--- src/rtl/mem_arbiter_pkg.sv ---
// Shared types and constants for the two-requester memory arbiter.
package mem_arbiter_pkg;

  // Arbiter FSM: at most one memory access in flight.
  typedef enum logic [0:0] {
    StIdle = 1'b0,
    StWait = 1'b1
  } arb_state_e;

  // Legal range of the memory read latency parameter.
  localparam int unsigned MemLatMin = 1;
  localparam int unsigned MemLatMax = 4;

  // Latency countdown width; holds MemLatMax-1.
  localparam int unsigned CntW = 2;

  // Countdown start value so that ack lands exactly lat cycles after grant.
  function automatic logic [CntW-1:0] lat_to_cnt(input int unsigned lat);
    return CntW'(lat - 1);
  endfunction

endpackage

--- src/rtl/arb_rr2.sv ---
// Combinational two-way round-robin picker.
// A lone requester always wins; on a tie the requester not granted last wins.
module arb_rr2 (
  input  logic [1:0] req_i,
  input  logic       last_i,
  output logic       winner_o,
  output logic       valid_o
);

  // Pick the winner from the current request vector and the last grant.
  always_comb begin
    valid_o  = |req_i;
    winner_o = 1'b0;
    unique case (req_i)
      2'b01:   winner_o = 1'b0;
      2'b10:   winner_o = 1'b1;
      2'b11:   winner_o = ~last_i;
      default: winner_o = 1'b0;
    endcase
  end

endmodule

--- src/rtl/mem_arbiter.sv ---
// Two-requester memory arbiter with a fixed-latency memory port.
// Grants are issued combinationally from IDLE; the access then waits MEM_LAT
// cycles before the owner sees its one-cycle ack (and read data for reads).
module mem_arbiter
  import mem_arbiter_pkg::*;
#(
  parameter int unsigned ADDR_W  = 32,
  parameter int unsigned DATA_W  = 32,
  parameter int unsigned MEM_LAT = 1
) (
  input  logic              clk_i,
  input  logic              reset_i,
  // Requester 0: CPU controller
  input  logic              r0_req_i,
  input  logic              r0_we_i,
  input  logic [ADDR_W-1:0] r0_addr_i,
  input  logic [DATA_W-1:0] r0_wdata_i,
  output logic              r0_gnt_o,
  output logic              r0_ack_o,
  output logic [DATA_W-1:0] r0_rdata_o,
  // Requester 1: loader/debug
  input  logic              r1_req_i,
  input  logic              r1_we_i,
  input  logic [ADDR_W-1:0] r1_addr_i,
  input  logic [DATA_W-1:0] r1_wdata_i,
  output logic              r1_gnt_o,
  output logic              r1_ack_o,
  output logic [DATA_W-1:0] r1_rdata_o,
  // Memory port
  output logic              mem_en_o,
  output logic              mem_we_o,
  output logic [ADDR_W-1:0] mem_addr_o,
  output logic [DATA_W-1:0] mem_wdata_o,
  input  logic [DATA_W-1:0] mem_rdata_i,
  output logic              busy_o
);

  if (MEM_LAT < MemLatMin || MEM_LAT > MemLatMax) begin : g_bad_mem_lat
    $error("mem_arbiter: MEM_LAT must lie in 1..4");
  end

  arb_state_e      state_q, state_d;
  logic [CntW-1:0] cnt_q, cnt_d;
  logic            last_q, last_d;  // requester granted most recently
  logic            sel_q, sel_d;    // owner of the outstanding access
  logic            we_q, we_d;      // outstanding access is a write
  logic            winner;
  logic            arb_valid;
  logic            grant;
  logic            ack;

  arb_rr2 u_arb (
    .req_i    ({r1_req_i, r0_req_i}),
    .last_i   (last_q),
    .winner_o (winner),
    .valid_o  (arb_valid)
  );

  // Next-state logic: grant from IDLE, count down the latency in WAIT.
  always_comb begin
    state_d = state_q;
    cnt_d   = cnt_q;
    last_d  = last_q;
    sel_d   = sel_q;
    we_d    = we_q;
    grant   = 1'b0;
    ack     = 1'b0;
    unique case (state_q)
      StIdle: begin
        // Reset is asynchronous, so a held request must not leak a grant
        // through the combinational path while reset is still asserted.
        if (arb_valid && !reset_i) begin
          grant   = 1'b1;
          state_d = StWait;
          cnt_d   = lat_to_cnt(MEM_LAT);
          last_d  = winner;
          sel_d   = winner;
          we_d    = winner ? r1_we_i : r0_we_i;
        end
      end
      StWait: begin
        if (cnt_q == '0) begin
          ack     = 1'b1;
          state_d = StIdle;
        end else begin
          cnt_d = cnt_q - CntW'(1);
        end
      end
      default: state_d = StIdle;
    endcase
  end

  // State registers; last-grant resets to 1 so requester 0 wins the first tie.
  always_ff @(posedge clk_i or posedge reset_i) begin
    if (reset_i) begin
      state_q <= StIdle;
      cnt_q   <= '0;
      last_q  <= 1'b1;
      sel_q   <= 1'b0;
      we_q    <= 1'b0;
    end else begin
      state_q <= state_d;
      cnt_q   <= cnt_d;
      last_q  <= last_d;
      sel_q   <= sel_d;
      we_q    <= we_d;
    end
  end

  // Output steering: memory port from the winner, ack/rdata to the owner.
  always_comb begin
    r0_gnt_o    = 1'b0;
    r1_gnt_o    = 1'b0;
    r0_ack_o    = 1'b0;
    r1_ack_o    = 1'b0;
    r0_rdata_o  = '0;
    r1_rdata_o  = '0;
    mem_en_o    = grant;
    mem_we_o    = 1'b0;
    mem_addr_o  = '0;
    mem_wdata_o = '0;
    if (grant) begin
      if (winner) begin
        r1_gnt_o    = 1'b1;
        mem_we_o    = r1_we_i;
        mem_addr_o  = r1_addr_i;
        mem_wdata_o = r1_wdata_i;
      end else begin
        r0_gnt_o    = 1'b1;
        mem_we_o    = r0_we_i;
        mem_addr_o  = r0_addr_i;
        mem_wdata_o = r0_wdata_i;
      end
    end
    if (ack) begin
      if (sel_q) begin
        r1_ack_o   = 1'b1;
        r1_rdata_o = we_q ? '0 : mem_rdata_i;
      end else begin
        r0_ack_o   = 1'b1;
        r0_rdata_o = we_q ? '0 : mem_rdata_i;
      end
    end
  end

  assign busy_o = (state_q == StWait);

endmodule

--- config.mk ---
export PLATFORM = sky130hd
export DESIGN_NAME = mem_arbiter
export DESIGN_NICKNAME = d
export VERILOG_FILES = /design/src/rtl/mem_arbiter_pkg.sv /design/src/rtl/arb_rr2.sv /design/src/rtl/mem_arbiter.sv
export SDC_FILE = /design/constraint.sdc
export NUM_CORES = 1
export LEC_CHECK = 0
export CORE_AREA = 5 5 112 114
export CTS_CLUSTER_SIZE = 10
export DETAILED_ROUTE_END_ITERATION = 8
export DIE_AREA = 0 0 117 119
export GPL_ROUTABILITY_DRIVEN = 0
export GPL_TIMING_DRIVEN = 0
export PLACE_DENSITY = 0.7
export SLEW_MARGIN = 15
export SYNTH_ARGS = -nofsm -noshare
export SYNTH_HDL_FRONTEND = slang
export SYNTH_SLANG_ARGS = --single-unit
--- constraint.sdc ---
create_clock -name clk_i -period 4.23 [get_ports clk_i]
set_clock_uncertainty 0.05 [all_clocks]
set_input_delay 0.846 -clock clk_i [delete_from_list [all_inputs] [get_ports clk_i]]
set_output_delay 0.846 -clock clk_i [all_outputs]
set_load 0.01 [all_outputs]
-- Word level (Yosys, flattened, before mapping)
Index checks and enable logic that the tools add are counted.
- bits in registers: 6
- output and inout bits: 135
- logic and storage cells: 47
- input bits: 166
- add/sub/neg operators: 1
- reductions and logical operators: 6
- eq/ne operators: 4
- muxes and demuxes: 29
- bitwise logic cells: 2
- operators by type and width (cell ; number):
    32-bit 2-to-1 mux ; 9
    1-bit 2-to-1 mux ; 15
    2-bit equality test (second input constant) ; 2
    2-bit 2-to-1 mux ; 2
    2-bit inequality test (second input constant) ; 2
    1-bit case mux with 2 select lines ; 2
    2-bit case mux with 2 select lines ; 1
    2-bit AND reduction ; 2
    2-bit logical NOT ; 1
    1-bit NOT ; 2
    2-bit OR reduction ; 1
    2-bit by 1-bit subtractor with 2-bit output (second input constant) ; 1
    1-bit logical AND ; 1
    1-bit logical NOT ; 1

-- Longest topological paths before layout
Gate-level depths: netlist of the first run.
- depth after elaboration: 5
- depth in mapped cells: 6

-- Hierarchy
Synthesis of the first run repeated with hierarchy kept, for this count alone.
- cells, all modules: 283
- area total of the unflattened synthesis: 1796.7 um2
- by module, submodules not included (module ; seq. area each (um2) ; cells an instance ; area an instance (um2) ; instances):
    mem_arbiter ; 151.4 ; 281 ; 1783.0 ; 1
    arb_rr2 ; 0.0 ; 2 ; 13.8 ; 1

-- Least setup slack after synthesis of the first run
No wires, ideal clock.
- path type: input port to output port
- start: input reset_i
- end: output mem_addr_o[0]
- setup slack: 1657 ps
- required time: 3334 ps
- arrival time: 1677 ps
- cell stages on the path: 6
- path buffers: 3
- cell sequence: nor2_1 and3_1 buf_2 buf_6 buf_6 a22o_1
- longest elaborated chain between the ends: 5
- RTL lines (item ; line ; RTL):
    from (decl) ; mem_arbiter.sv:12 ; input logic reset_i,
    1-bit logical NOT (no source line) ; - ;
    1-bit logical AND ; mem_arbiter.sv:72 ; if (arb_valid && !reset_i) begin
    1-bit 2-to-1 mux ; mem_arbiter.sv:72 ;
    1-bit 2-to-1 mux ; mem_arbiter.sv:68 ; unique case (state_q)
    32-bit 2-to-1 mux ; mem_arbiter.sv:122 ; if (grant) begin
    to (decl) ; mem_arbiter.sv:32 ; output logic [ADDR_W-1:0] mem_addr_o,
Every way passes these cells.

-- Worst setup path in the final report of the first run
- start: input reset_i
- end: output mem_addr_o[2]
Same word-level chain as after synthesis.

==> results.txt, run 1 <==
Status = complete, no violations
Routed Antenna Nets = 0
Switching share of total power = 31.9%
Clock power share = 20.4%
Power Density = 166 mW/mm^2
CTS Buffer Depth = 2
Share of cells above drive strength 1 = 3.84%
Crit path capture type = output port
Die width = 117 um
Die Y = 119 um
Final core utilization = 41.7%
Synth async-reset ratio = 100%
Total track usage = 14.8%
Die Area = 0.0139 mm^2
Total grt overflow = 0
Hold Slack = 0.442 ns
Hold_buf cts = 0
Starting Density = 12.9%
Post-Syn Area = 0.00146 mm^2
Total CTS buffers = 3
EDFF count, synth = 0
Worst EP required = 3.33 ns
#FFs+latches synth = 6
Sink Count = 6
Area of the core = 0.0113 mm^2
YS warnings = 0
Final critical-path required period = 3.73 ns
IO Port Bufs = 300
Tot Pwr = 782 uW
Area of the multi-input gates = 0.00114 mm^2
Tcrit/Tclk final = 88.3%
Wire per inst = 17.0 um
Rel. slew slack = 67.8%
Nets = 689
GR Util met2 = 26.8%
Dpl hpwl = 9.99 mm
Worst setup SP type = primary input
DR vias = 2836
Placed cell area = 0.00464 mm^2
Ports = 301
Worst vdd ir = 112 uV
Final Hold Vio Count = 0
Post-synthesis cell type count = 22
Std cell rows = 39
RSZ-0062 raised after global routing = false
Final Max Tran Viols = 0
Root Driver = clkbuf_16
HP Class = reg -> reg
Largest net degree at the start of global routing = 11
Detailed Routing Iterations Pass 1 = 4
Register Area = 151 um^2
Crit-path max FO = 10
Syn_area_per_cell = 6.74 um^2
Worst-Skew Late Latency = 0.23 ns
Register share of total power = 9.2%
Setup violators final = 0
Htree depth = 1
Global-route wire length before repair = 16.4 mm
Setup TNS = 0 ns
Max-cap viol count = 0
Routed wire length = 11.3 mm
Post-CTS resize count = 0
Vias per inst = 4.27
Gate power share = 70.4%
Psw = 249 uW
Antenna cells = 0
Sequential-to-total area share from yosys stat = 10.4%
Routing usage on met1 = 16.6%
Synth Flop Type = dfrtp_1
P_int = 533 uW
WS Path Type = in -> out
Initial antenna violation count = 0
Remaining DRCs = 0
Pleak = 0.00184 uW
Crit path DAT = 2.84 ns
Fmax = 268 MHz
Reg clk slew, reported paths = 0.04 ns
Final non-filler cell area = 0.00472 mm^2
Post-synthesis cell count = 217
Vias in the first global route = 3012
Post-Syn Nets = 384
Least-Margin Pin Slew = 0.483 ns
CTS tree = yes
Area grow syn2layout = 223%
DRT iter0 DRCs = 101
Met3 GRT Util = 4.46%
Most used routing layer = met2
Filler instances = 1147
Setup Fix Bufs, Post-CTS = 0
metal layers:
metal | up-vias | part of all wire (%) | wire length, um
met2 | 167 | 51 | 5720
met3 | 22 | 10 | 1140
li1 | 1381 | - | -
met1 | 1266 | 36 | 4110
met4 | 0 | 2.6 | 290
met5 | - | 0 | 0
power by group through the flow:
stage | clock, uW | sequential (uW) | combinational [uW]
2_1_floorplan | 0 | 70.3 | 202
3_3_place_gp | 0 | 72.5 | 547
3_5_place_dp | 0 | 73.1 | 554
4_1_cts | 162 | 72.5 | 557
5_1_grt | 164 | 73.4 | 591
6_report | 159 | 72.2 | 551
logic make-up after synthesis:
logic type,Yosys count,share of synthesized area [%]
flip-flops,6,10.4
adder cells (fa/ha/maj),1,0.855
AND/OR/NAND/NOR,107,34.3
buffers and inverters,31,12.0
AO/OA/AOI/OAI,71,41.8
multiplexers,1,0.684
critical path, stage by stage:
cell,delay [ns]
clkdlybuf4s50_1,0.44
nor2_1,0.18
and3_1,0.18
buf_2,0.14
buf_6,0.15
buf_4,0.18
a22o_1,0.17
clkdlybuf4s50_1,0.55
path summary, 6_finish.rpt:
path / start / end / slack, ns / cells past startpoint
worst max-delay path: reset_i / mem_addr_o[2] / 0.50 / 8
worst min-delay path: cnt_q[0] / cnt_q[0] / 0.44 / 1
worst max register to register: busy_o / sel_q / 2.75 / 5
worst min register to register: cnt_q[0] / cnt_q[0] / 0.44 / 1
max in group asynchronous: reset_i / last_q / 3.02 / 2
min in group asynchronous: reset_i / cnt_q[1] / 0.85 / 2
flip-flops by register name (all words and copies together), names as in the netlist:
| name | count |
|---|---|
| busy_o | 1 |
| cnt_q | 2 |
| last_q | 1 |
| sel_q | 1 |
| we_q | 1 |
synthesized netlist by cell type, drive strengths merged (2+ instances only):
cell type / number / area, um^2
a21o: 3 / 22.5
a22o: 64 / 561
and3: 2 / 12.5
buf: 16 / 119
clkbuf: 9 / 33.8
dfrtp: 5 / 125
inv: 6 / 22.5
nand2: 2 / 7.51
nand2b: 34 / 213
nor2: 66 / 248
through the flow:
step	std cells	setup WS (ns)
global route	664	0.317
floorplan	217	1.66
CTS	664	0.469
global placement	660	0.497
finish	664	0.495
detailed placement	660	0.472
area by class of cell:
class	instances	area share [%]
repair buffers	300	63.6
clock buffers	4	1.67
well taps	143	3.79
plain buffers	25	3.23
multi-input cells	180	24.1
flip-flops and latches	6	3.21
inverters	6	0.477
placed cells by master, fill, tap and decap left out, types with 2 or more instances in the layout:
cell	Yosys	final
a21o_1	3	3
a22o_1	64	64
and3_1	2	2
buf_2	8	8
buf_4	3	3
buf_6	5	5
clkbuf_1	9	10
clkbuf_16	0	3
clkdlybuf4s50_1	0	300
dfrtp_1	5	5
inv_1	6	6
nand2_1	2	2
nand2b_1	34	34
nor2_1	66	66
(Power assumes the default switching activity.)
==> inputs of run 2 (changes only) <==
Clock period 4.23 ns to 4.7 ns, I/O delays scaled along.
==> results of run 2 <==
The final DEF is identical to that of run 1. Status: complete, no violations.
Among the figures that moved: setup slack after placement 0.472 ns -> 0.754 ns; setup slack after layout 0.495 ns -> 0.777 ns; register-to-register setup slack 2.75 ns -> 3.22 ns; total power 782 uW -> 704 uW; worst IR drop on VDD 112 uV -> 100 uV
